**config.mk**
```make
export PLATFORM = sky130hd
export DESIGN_NAME = pairing_host_loader
export DESIGN_NICKNAME = d
export VERILOG_FILES = /design/src/rtl/pairing_host_loader.sv
export SDC_FILE = /design/constraint.sdc
export NUM_CORES = 1
export LEC_CHECK = 0
export CAP_MARGIN = 20
export CORE_AREA = 4 4 507 509
export CTS_BUF_LIST = sky130_fd_sc_hd__clkbuf_2
export DETAILED_ROUTE_END_ITERATION = 8
export DIE_AREA = 0 0 511 513
export PLACE_DENSITY_LB_ADDON = 0.05
export RECOVER_POWER = 50
export SYNTH_ARGS = -nofsm -noshare
export SYNTH_HDL_FRONTEND = slang
export SYNTH_SLANG_ARGS = --single-unit
```
**constraint.sdc**
```tcl
create_clock -name clk -period 2 [get_ports clk]
set_clock_uncertainty 0.1 [all_clocks]
set_input_delay 0.3 -clock clk [delete_from_list [all_inputs] [get_ports clk]]
set_output_delay 0.3 -clock clk [all_outputs]
set_load 0.01 [all_outputs]
```
**src/rtl/pairing_host_loader.sv**
```systemverilog
// pairing_host_loader: host front end for BN254_pairing (operand load to L3 limbs, run control, readback).
// Latency: first RAM write t+1 after accept; core_run t+1 after start; rd_valid t+2+RD_LAT after read accept.
// Backpressure: one transaction at a time, readies low outside IDLE; `PAIRING_LOADER_BCAST_EN replicates writes to every bank.
package pairing_loader_pkg;
   localparam int ADD_DIV = 4;
   typedef logic [79:0] fp_div4_t;
   typedef struct packed {
      logic [7:0] carry;
      fp_div4_t   val;
   } limb_t;
   typedef limb_t [ADD_DIV-1:0] redundant_poly_L3;
   typedef logic [ADD_DIV*$bits(fp_div4_t)-1:0] M_tilde12_t;
endpackage

module pairing_host_loader
   import pairing_loader_pkg::*;
#(
   parameter int VAL_W   = $bits(M_tilde12_t),
   parameter int N_BANK  = 4,
   parameter int RD_LAT  = 4,
   parameter int BUSY_TO = 64
) (
   input  logic                   clk,
   input  logic                   rstn,
   input  logic                   wr_valid,
   output logic                   wr_ready,
   input  logic [8:0]             wr_addr,
   input  logic [VAL_W-1:0]       wr_data,
   input  logic                   start,
   input  logic [3:0]             func,
   output logic                   done,
   output logic                   err,
   input  logic                   rd_req_valid,
   output logic                   rd_req_ready,
   input  logic [8:0]             rd_addr,
   output logic                   rd_valid,
   input  logic                   rd_ready,
   output logic [288:0]           rd_data,
   output logic                   core_extin_en,
   output logic [8:0]             core_extin_addr,
   output redundant_poly_L3       core_extin_data,
   output logic                   core_run,
   output logic                   core_swrst,
   output logic [3:0]             core_n_func,
   output logic [8:0]             core_extout_addr,
   input  logic                   core_busy,
   input  logic [288:0]           core_extout_data
);
   localparam int FW = $bits(fp_div4_t);

   typedef enum logic [2:0] {IDLE, WRITE, RUN_HI, RUN_LO, RD_WAIT, RD_HOLD} state_t;

   state_t           state;
   logic [15:0]      cnt;
   logic [1:0]       bank_q;
   redundant_poly_L3 conv;
   logic             wr_acc, start_acc, rd_acc;
`ifdef PAIRING_LOADER_BCAST_EN
   logic [6:0]       wr_lo_q;
`endif

   always_comb begin
      conv = '0;
      for (int i = 0; i < ADD_DIV; i++) begin
         conv[i].val   = wr_data[i*FW +: FW];
         conv[i].carry = '0;
      end
   end

   // Priority in IDLE: write, then start, then read.
   assign wr_acc    = (state == IDLE) && wr_valid && wr_ready;
   assign start_acc = (state == IDLE) && start && !wr_valid;
   assign rd_acc    = (state == IDLE) && rd_req_valid && rd_req_ready && !wr_valid && !start;

   always_ff @(posedge clk or negedge rstn) begin
      if (!rstn) begin
         state            <= IDLE;
         cnt              <= '0;
         bank_q           <= '0;
         wr_ready         <= 1'b0;
         rd_req_ready     <= 1'b0;
         done             <= 1'b0;
         err              <= 1'b0;
         rd_valid         <= 1'b0;
         rd_data          <= '0;
         core_extin_en    <= 1'b0;
         core_extin_addr  <= '0;
         core_extin_data  <= '0;
         core_run         <= 1'b0;
         core_swrst       <= 1'b0;
         core_n_func      <= '0;
         core_extout_addr <= '0;
`ifdef PAIRING_LOADER_BCAST_EN
         wr_lo_q          <= '0;
`endif
      end else begin
         done     <= 1'b0;
         core_run <= 1'b0;
         case (state)
            IDLE: begin
               if (wr_acc) begin
                  core_extin_en   <= 1'b1;
                  core_extin_data <= conv;
                  core_swrst      <= 1'b1;
                  wr_ready        <= 1'b0;
                  rd_req_ready    <= 1'b0;
                  state           <= WRITE;
`ifdef PAIRING_LOADER_BCAST_EN
                  core_extin_addr <= {2'd0, wr_addr[6:0]};
                  wr_lo_q         <= wr_addr[6:0];
                  bank_q          <= 2'd0;
`else
                  // Starting on the last bank makes WRITE a single cycle.
                  core_extin_addr <= wr_addr;
                  bank_q          <= 2'(N_BANK-1);
`endif
               end else if (start_acc) begin
                  core_n_func  <= func;
                  core_run     <= 1'b1;
                  core_swrst   <= 1'b0;
                  err          <= 1'b0;
                  cnt          <= '0;
                  wr_ready     <= 1'b0;
                  rd_req_ready <= 1'b0;
                  state        <= RUN_HI;
               end else if (rd_acc) begin
                  core_extout_addr <= rd_addr;
                  cnt              <= '0;
                  wr_ready         <= 1'b0;
                  rd_req_ready     <= 1'b0;
                  state            <= RD_WAIT;
               end else begin
                  wr_ready     <= 1'b1;
                  rd_req_ready <= !wr_valid && !start;
               end
            end
            WRITE: begin
               if (bank_q == 2'(N_BANK-1)) begin
                  core_extin_en <= 1'b0;
                  wr_ready      <= 1'b1;
                  rd_req_ready  <= !wr_valid && !start;
                  state         <= IDLE;
               end else begin
                  bank_q <= bank_q + 2'd1;
`ifdef PAIRING_LOADER_BCAST_EN
                  core_extin_addr <= {bank_q + 2'd1, wr_lo_q};
`endif
               end
            end
            RUN_HI: begin
               if (core_busy) begin
                  state <= RUN_LO;
               end else if (cnt == 16'(BUSY_TO-1)) begin
                  err          <= 1'b1;
                  done         <= 1'b1;
                  wr_ready     <= 1'b1;
                  rd_req_ready <= !wr_valid && !start;
                  state        <= IDLE;
               end else begin
                  cnt <= cnt + 16'd1;
               end
            end
            RUN_LO: begin
               if (!core_busy) begin
                  done         <= 1'b1;
                  wr_ready     <= 1'b1;
                  rd_req_ready <= !wr_valid && !start;
                  state        <= IDLE;
               end
            end
            RD_WAIT: begin
               // Address went out one cycle before RD_WAIT began; data settles RD_LAT cycles later.
               if (cnt == 16'(RD_LAT)) begin
                  rd_data  <= core_extout_data;
                  rd_valid <= 1'b1;
                  state    <= RD_HOLD;
               end else begin
                  cnt <= cnt + 16'd1;
               end
            end
            RD_HOLD: begin
               if (rd_ready) begin
                  rd_valid     <= 1'b0;
                  wr_ready     <= 1'b1;
                  rd_req_ready <= !wr_valid && !start;
                  state        <= IDLE;
               end
            end
            default: state <= IDLE;
         endcase
      end
   end
endmodule

```
==> qor.csv, run 1 <==
stage;metric;value;unit
die;number of top-level design ports;1309;
status;status;stopped before the end;
synthesis;Post-synth EDFFs;0;
die;die span in y;513;um
synthesis;cell count after synthesis;1551;
cts;post-cts hold buffer count;1349;
synthesis;unique cell type count in the Yosys netlist;47;
cts;number of buffers created by CTS;220;
cts;clock root buffer;clkbuf_2;
synthesis;top cells by area, synth;dfrtp_1, mux2_2, mux2_1, buf_4, buf_2;
die;number of core rows;185;
synthesis;flop and latch count out of synthesis;660;
synthesis;part of the Yosys area used for sequential elements;65.21;%
place;instance count after placement with tap cells included;6259;
cts;Post-CTS Resized;3585;
cts;Max H-tree Level;4;
place;last weighted congestion value of the routability-driven placer;0.7604;
place;Worst Setup Slack post-DPL;-0.5244;ns
synthesis;Synth Flop Type;dfrtp_1;
status;halt point of the flow;clock tree synthesis;
cts;buffers inserted during post-CTS setup optimization;94;
synthesis;Syn Std Cell Area;25330;um2
die;Die X-Extent;511;um
cts;count of clock tree sinks;660;
place;Port Buf Inserts;1276;
place;HPWL after detailed placement;121600;um
cts;maximum clock insertion buffer count;3;
synthesis;Avg Inst Size Synth;16.33;um2
synthesis;Synth async-reset ratio;100.0;%
die;starting density of the core;10.01;%
synthesis;area share of the largest cell type after synthesis;65.21;%
status;run-stopping error;[ERROR RSZ-0060] Max buffer count reached.;
synthesis;yosys warns;0;
synthesis;leading area contributor after synthesis;dfrtp_1;
## metrics by stage
step	util [%]	cell area, um2
2_1_floorplan	-	25470
3_3_place_gp	17.05	43140
3_5_place_dp	17.05	43140
## synth_stat cells, drive strengths merged (3+ instances only)
cell type and n:
nand4 7, o211ai 3, clkbuf 5, nand3 6
nor2 17, dfrtp 660, or3 8, nand2 20
inv 7, and3 3, nor2b 3, and2 4
a21oi 10, buf 105, o21ai 12, xor2 6
nor3 8, mux2 634, ha 3, nor4 3
## logic make-up after synthesis
family / share of synthesized area [%]
multiplexers: 28.23
adder cells (fa/ha/maj): 0.1482
buffers and inverters: 3.196
AND/OR/NAND/NOR: 1.961
other: 0.01481
flip-flops: 65.21
XOR/XNOR: 0.2075
AO/OA/AOI/OAI: 1.028
==> run 2, diff against run 1 <==
--- a/config.mk
+++ b/config.mk
@@ -6,11 +6,10 @@
 export NUM_CORES = 1
 export LEC_CHECK = 0
 export CAP_MARGIN = 20
-export CORE_AREA = 4 4 507 509
-export CTS_BUF_LIST = sky130_fd_sc_hd__clkbuf_2
+export CORE_AREA = 4 4 515 517
 export DETAILED_ROUTE_END_ITERATION = 8
-export DIE_AREA = 0 0 511 513
-export PLACE_DENSITY_LB_ADDON = 0.05
+export DIE_AREA = 0 0 519 521
+export PLACE_DENSITY_LB_ADDON = 0.15
 export RECOVER_POWER = 50
 export SYNTH_ARGS = -nofsm -noshare
 export SYNTH_HDL_FRONTEND = slang
==> constraint.sdc (replaced) <==
create_clock -name clk -period 2.6 [get_ports clk]
set_clock_uncertainty 0.1 [all_clocks]
set_input_delay 0.39 -clock clk [delete_from_list [all_inputs] [get_ports clk]]
set_output_delay 0.39 -clock clk [all_outputs]
set_load 0.01 [all_outputs]
==> qor.csv, run 2 <==
stage;metric;value;unit;change
place;Port Buf Inserts;1276;;unchanged
synthesis;simple-gate share of the synthesized area;1.961;%;unchanged
worst_setup_path;biggest cell delay along the critical path;0.89;ns;
timing;period utilisation layout;93.58;%;
worst_setup_path;Arrival @ worst endpoint;1.94;ns;
synthesis;leading area contributor after synthesis;dfrtp_1;;
synthesis;Synth Flop Type;dfrtp_1;;
timing;post-layout min period;2.433;ns;
worst_setup_path;buffers and inverters on the worst path;1;;
timing;Slew headroom;10.60;%;
synthesis;XOR/XNOR share of the synthesized area;0.2075;%;unchanged
place;standard cell area after detailed placement;42710;um2;-0.99%
detailed_routing;post-route antenna net violation count;0;;
synthesis;Syn Std Cell Area;25330;um2;unchanged
detailed_routing;total length of routed wires;155600;um;
synthesis;top cell types by occurrence after synthesis;dfrtp_1, mux2_2, mux2_1, buf_4, buf_2;;
place;HPWL after detailed placement;128400;um;+5.6%
grt;initial antenna violation count;66;;
timing;upper clock frequency limit;411.0;MHz;
cells_and_area;share of post-route cells with drive strength above 1;25.35;%;
worst_setup_path;cell-by-cell trace of the critical path;clkdlybuf4s50_1;;
synthesis;Avg Inst Size Synth;16.33;um2;unchanged
timing;final-report setup violation count;0;;
timing;RSZ-0062 raised after global routing;no;;
worst_setup_path;nature of the critical path startpoint;flop;;
worst_setup_path;Worst Path Max Fanout;2;;
pwr;power per unit of standard cell area;1173;nW/um2;
cells_and_area;most frequent cells in the layout;clkdlybuf4s50_1, dfrtp_1, mux2_2, dlygate4sd3_1, mux2_1;;
pwr;largest voltage drop on the vdd net;0.0005645;V;
pwr;static leakage;18.77;nW;
grt;vias in the first global route;20607;;
die;die area;270400;um2;
grt;All-Layer GR Usage;11.08;%;
cts;number of buffers created by CTS;96;;-56%
worst_setup_path;worst reg2reg startpoint;state[2]$_DFFE_PN0P_;;
grt;wire length of the first global-routing pass;203600;um;
cts;buffers inserted during post-CTS setup optimization;0;;-100%
cells_and_area;largest registers;core_extin_data x320, rd_data x289, cnt x16;;
grt;leftover overflow at the end of global routing;0;;
worst_setup_path;critical path type;flop to output pin;;
synthesis;Adder-Cell Fraction of Synth Area;0.1482;%;unchanged
timing;final hold vios;0;;
synthesis;top cells by area, synth;dfrtp_1, mux2_2, mux2_1, buf_4, buf_2;;
timing;final number of max-transition violations;0;;
cts;clock root buffer;clkbuf_16;;
timing;Worst Setup Slack, final;0.1669;ns;
synthesis;most frequent cell after synthesis;dfrtp_1;;
worst_setup_path;critical path data required time;2.11;ns;
grt;fraction of met3 tracks used by global routing;7.002;%;
synthesis;cell count after synthesis;1551;;unchanged
cells_and_area;number of flip-flops under the largest register name;320;;
status;status;finished, final reports clean;;
grt;maximum number of pins on one net before global-route repair;98;;
detailed_routing;routed vias;19005;;
cells_and_area;Area Growth Syn to Fin;80.35;%;
grt;GRT met2 Usage;17.04;%;
cts;TritonCTS clock tree;built;;
worst_setup_path;Crit-path slowest cell;clkdlybuf4s50_1;;
synthesis;main combinational cell family by area after synthesis;multiplexers;;
detailed_routing;number of DRC violations after detailed-routing iteration 0;604;;
cells_and_area;most common library cell in the layout ignoring fill and taps;clkdlybuf4s50_1;;
worst_hold_path;min-delay worst type;primary input to flop;;
cts;Max H-tree Level;3;;-1
synthesis;flop and latch count out of synthesis;660;;unchanged
die;number of top-level design ports;1309;;unchanged
worst_setup_path;worst setup path startpoint;rd_data[241]$_DFFE_PN0N_;;
cells_and_area;net total in the final layout;3579;;
cts;post-CTS clock slew at the launch and capture registers of the worst setup and hold paths;0.06;ns;
grt;highest-utilization routing layer at the global route stage;met2;;
synthesis;mux contribution to synthesized area;28.23;%;unchanged
synthesis;area share of the largest cell type after synthesis;65.21;%;unchanged
detailed_routing;WL/cell;24.13;um;
cells_and_area;post-layout instance area;45670;um2;
die;starting density of the core;9.700;%;-0.31 points
die;Die X-Extent;519;um;+1.6%
cells_and_area;Top reg by flops;core_extin_data;;
place;last weighted congestion value of the routability-driven placer;0.8257;;+8.6%
synthesis;part of the Yosys area used for sequential elements;65.21;%;unchanged
worst_setup_path;family of cells with the greatest summed delay on the critical path;buffers and inverters;;
synthesis;Post-synth EDFFs;0;;unchanged
synthesis;yosys warns;0;;unchanged
timing;slew at the pin closest to its max-slew limit;1.341;ns;
detailed_routing;Residual DRC;0;;
die;number of core rows;188;;+1.6%
worst_setup_path;type of element capturing the critical path;output pin;;
die;die span in y;521;um;+1.6%
synthesis;fraction of the mapped netlist area in compound gates;1.028;%;unchanged
synthesis;unique cell type count in the Yosys netlist;47;;unchanged
job;number of max-cap violations;0;;
worst_hold_path;startpoint of the most critical hold path;core_extout_data[98];;
synthesis;Synth async-reset ratio;100.0;%;unchanged
timing;post-route setup TNS;0;ns;
die;core region area;261100;um2;
detailed_routing;drt via density;2.947;;
cts;clock network latency to the later pin of the worst-skew pair;0.70;ns;
cts;count of clock tree sinks;660;;unchanged
detailed_routing;number of detailed-routing iterations run before antenna repair;4;;
cts;maximum clock insertion buffer count;3;;unchanged
grt;routing usage on met1;13.01;%;
worst_setup_path;register-to-register setup slack;0.17;ns;
place;Worst Setup Slack post-DPL;-0.1624;ns;+0.3620 ns
[run 2: cell counts after synthesis]
Identical to the previous run, type by type.
[run 2: layout make-up]
cell class	instances	area (um2)
fill	28690	215400
sequential	660	16520
timing repair buffer	1368	13630
multi-input combinational	805	8123
tap	3420	4279
clock buffer	148	2829
clock inverter	26	237.7
antenna	14	35.03
inverter	7	26.28
[run 2: where the power goes]
group          switching [mW]  internal (mW)
clock network            5.41           7.57
logic                    10.1           12.4
registers                3.09           15.0
[run 2: routing by layer]
metal | part of all wire (%) | wire, um
met3 | 14 | 21950
met5 | 0.17 | 265
met2 | 44 | 68330
met4 | 2.0 | 3155
met1 | 40 | 61890
[run 2: path summary, 6_finish.rpt]
check	depth (start not counted)	end
setup / recovery	1	rd_data[241]
hold / removal	2	rd_data[98]$_DFFE_PN0N_
setup reg to reg	5	core_extout_addr[7]$_DFFE_PN0P_
hold reg to reg	1	core_swrst$_DFFE_PN0P_
max in group asynchronous	5	rd_data[170]$_DFFE_PN0N_
min in group asynchronous	3	core_extin_data[156]$_DFFE_PN0P_
[run 2: through the flow]
stage	power (mW)	util [%]	instances	hold WS, ns
after floorplan	25.67	-	1582	-0.005591
after global placement	42.22	16.36	6257	0.2005
after detailed placement	42.19	16.36	6257	0.2171
after CTS	56.01	17.54	6434	0.03788
after global routing	56.88	17.48	6435	0.07474
final	53.55	17.49	6448	0.1648
[run 2: logic make-up (layout without fill, tap and decap cells)]
family                     after synthesis  count (layout)
DFF                                    660             660
AOI/OAI and AO/OA                       41              41
and+or+nand+nor                         88              88
adders and majority gates                3               3
other                                    1              46
xor gates and xnor gates                 6               6
buffers and inverters                  117            1549
muxes                                  635             635
[run 2: timing repair]
action | in CTS | in global routing
endpoints found under the hold margin | 393 | 0
gates resized for setup | 3 | 3
hold buffers | 3 | 0
cloned | 0 | 0
setup endpoints to repair | 3 | 3
Note: power is estimated with default switching activity, not from simulation.
==> run 3, diff against run 2 <==
--- a/config.mk
+++ b/config.mk
@@ -6,9 +6,9 @@
 export NUM_CORES = 1
 export LEC_CHECK = 0
 export CAP_MARGIN = 20
-export CORE_AREA = 4 4 515 517
+export CORE_AREA = 2 2 513 515
 export DETAILED_ROUTE_END_ITERATION = 8
-export DIE_AREA = 0 0 519 521
+export DIE_AREA = 0 0 515 517
 export PLACE_DENSITY_LB_ADDON = 0.15
 export RECOVER_POWER = 50
 export SYNTH_ARGS = -nofsm -noshare
==> constraint.sdc (replaced) <==
create_clock -name clk -period 2.9 [get_ports clk]
set_clock_uncertainty 0.1 [all_clocks]
set_input_delay 0.435 -clock clk [delete_from_list [all_inputs] [get_ports clk]]
set_output_delay 0.435 -clock clk [all_outputs]
set_load 0.01 [all_outputs]
==> qor.csv, run 3 (synthesis results as in run 2) <==
stage;metric;value;unit;change
status;status;finished, violations left;;
status;violated checks;capacitance limit, slew limit;;
die;die span in y;517;um;-0.77%
cells_and_area;share of post-route cells with drive strength above 1;24.98;%;-0.37 points
cts;count of clock tree sinks;660;;unchanged
grt;All-Layer GR Usage;9.801;%;-1.3 points
cells_and_area;largest registers;core_extin_data x320, rd_data x289, cnt x16;;
worst_setup_path;type of element capturing the critical path;flop;;
cells_and_area;Area Growth Syn to Fin;80.05;%;
detailed_routing;Residual DRC;0;;unchanged
job;number of max-cap violations;1;;+1
grt;maximum number of pins on one net before global-route repair;62;;-37%
place;Worst Setup Slack post-DPL;0.2032;ns;+0.3656 ns
detailed_routing;number of detailed-routing iterations run before antenna repair;4;;unchanged
timing;worst hold slack after final layout;0.2137;ns;+0.04897 ns
pwr;largest voltage drop on the vdd net;0.0004664;V;-17%
detailed_routing;post-route antenna net violation count;0;;unchanged
worst_setup_path;critical path type;flop to flop;;
die;number of top-level design ports;1309;;unchanged
grt;initial antenna violation count;43;;-35%
timing;RSZ-0062 raised after global routing;no;;
worst_setup_path;biggest cell delay along the critical path;0.45;ns;-0.44 ns
grt;leftover overflow at the end of global routing;0;;unchanged
detailed_routing;WL/cell;21.03;um;-13%
worst_setup_path;buffers and inverters on the worst path;1;;unchanged
timing;post-layout min period;2.544;ns;
place;HPWL after detailed placement;108400;um;-16%
cells_and_area;most common library cell in the layout ignoring fill and taps;clkdlybuf4s50_1;;
worst_setup_path;cell-by-cell trace of the critical path;clkbuf_1 > nor4b_2 > a211o_1 > nand4_1 > or3_1 > a21oi_1;;
cts;number of buffers created by CTS;93;;-3.1%
detailed_routing;number of DRC violations after detailed-routing iteration 0;509;;-16%
timing;period utilisation layout;87.73;%;
detailed_routing;drt via density;2.907;;-1.4%
worst_setup_path;Worst Path Max Fanout;13;;+11
cells_and_area;most frequent cells in the layout;clkdlybuf4s50_1, dfrtp_1, mux2_2, dlygate4sd3_1, mux2_1;;
grt;vias in the first global route;20311;;-1.4%
die;number of core rows;188;;unchanged
die;Die X-Extent;515;um;-0.77%
detailed_routing;total length of routed wires;135200;um;-13%
die;die area;266300;um2;-1.5%
cells_and_area;net total in the final layout;3568;;-0.31%
cells_and_area;Top reg by flops;core_extin_data;;
timing;post-route setup TNS;0;ns;unchanged
worst_hold_path;min-delay worst type;primary input to flop;;
place;last weighted congestion value of the routability-driven placer;0.8014;;-2.9%
cts;TritonCTS clock tree;built;;
cts;Max H-tree Level;3;;unchanged
cts;maximum clock insertion buffer count;3;;unchanged
detailed_routing;routed vias;18697;;-1.6%
timing;upper clock frequency limit;393.0;MHz;
worst_setup_path;nature of the critical path startpoint;flop;;
die;starting density of the core;9.700;%;unchanged
place;Port Buf Inserts;1276;;unchanged
worst_setup_path;Crit-path slowest cell;clkbuf_1;;
cts;clock root buffer;clkbuf_16;;
timing;Worst Setup Slack, final;0.3557;ns;+0.1888 ns
worst_setup_path;family of cells with the greatest summed delay on the critical path;simple AND/OR/NAND/NOR gates;;
cts;clock network latency to the later pin of the worst-skew pair;0.70;ns;about the same
timing;final hold vios;0;;unchanged
timing;final number of max-transition violations;40;;+40
pwr;power per unit of standard cell area;1031;nW/um2;-12%
cells_and_area;number of flip-flops under the largest register name;320;;unchanged
pwr;static leakage;18.79;nW;about the same
worst_setup_path;Arrival @ worst endpoint;3.06;ns;+1.12 ns
timing;final-report setup violation count;0;;unchanged
cts;buffers inserted during post-CTS setup optimization;0;;unchanged
cts;post-CTS clock slew at the launch and capture registers of the worst setup and hold paths;0.06;ns;about the same
grt;wire length of the first global-routing pass;181100;um;-11%
cells_and_area;Filler Cells Inserted;28559;;-0.46%
timing;Slew headroom;-32.00;%;-43 points
timing;slew at the pin closest to its max-slew limit;1.980;ns;+0.6391 ns
worst_setup_path;critical path data required time;3.42;ns;+1.31 ns
die;core region area;261100;um2;unchanged
pwr;Pwr Total;46.99;mW;-12%
-- run 3: changes by cell type in the layout (fill, tap and decap cells not counted), moves of 3 or more --
cell,before,now
clkbuf_8,21,24
dlygate4sd3_1,228,249
clkdlybuf4s50_1,1044,1026
buf_4,41,37
clkinvlp_4,5,2
clkbuf_2,13,9
-- run 3: final timing paths --
| check | start | endpoint | slack (ns) | cells past startpoint |
|---|---|---|---|---|
| setup / recovery | state[1]$_DFFE_PN0P_ | cnt[15]$_DFFE_PN0P_ | 0.36 | 6 |
| setup reg to reg | state[1]$_DFFE_PN0P_ | cnt[15]$_DFFE_PN0P_ | 0.36 | 6 |
| hold / removal | wr_data[266] | core_extin_data[290]$_DFFE_PN0P_ | 0.21 | 2 |
| max in group asynchronous | rstn | rd_data[252]$_DFFE_PN0N_ | 0.37 | 4 |
| hold reg to reg | rd_data[85]$_DFFE_PN0N_ | rd_data[85]$_DFFE_PN0N_ | 0.37 | 1 |
| min in group asynchronous | rstn | core_extin_data[323]$_DFFE_PN0P_ | 0.76 | 2 |
-- run 3: cell type report --
class	instances	area [um2]	area share [%]
sequential	660	16520	36.22
timing repair buffer	1360	13590	29.81
multi-input combinational	805	8115	17.80
tap	3420	4279	9.384
clock buffer	146	2809	6.160
clock inverter	20	229.0	0.5021
antenna	13	32.53	0.07134
inverter	7	26.28	0.05762
-- run 3: what timing repair did --
item	4_1_cts	5_1_grt
hold endpoints to repair	24	0
hold buffers	1	0
gates resized for setup	1	0
setup endpoints to repair	1	0
-- run 3: where the power goes --
group / internal (mW) / total, mW / switching, mW
clock: 6.81 / 11.6 / 4.76
combinational: 11.0 / 19.4 / 8.36
sequential: 13.4 / 16.0 / 2.64
-- run 3: metrics by stage --
| stage | utilization (%) | instance area, um2 | instances |
|---|---|---|---|
| 6_report | 17.46 | 45600 | 6431 |
| 5_1_grt | 17.45 | 45570 | 6421 |
| 4_1_cts | 17.50 | 45690 | 6418 |
| 3_5_place_dp | 16.33 | 42640 | 6251 |
| 3_3_place_gp | 16.33 | 42640 | 6251 |
| 2_1_floorplan | - | 25440 | 1582 |
-- run 3: per-layer routing --
metal  track usage, %  share of wire [%]
met4            2.287                1.9
met1            10.79                 38
met2            16.69                 48
met5                0               0.24
met3            4.971                 11
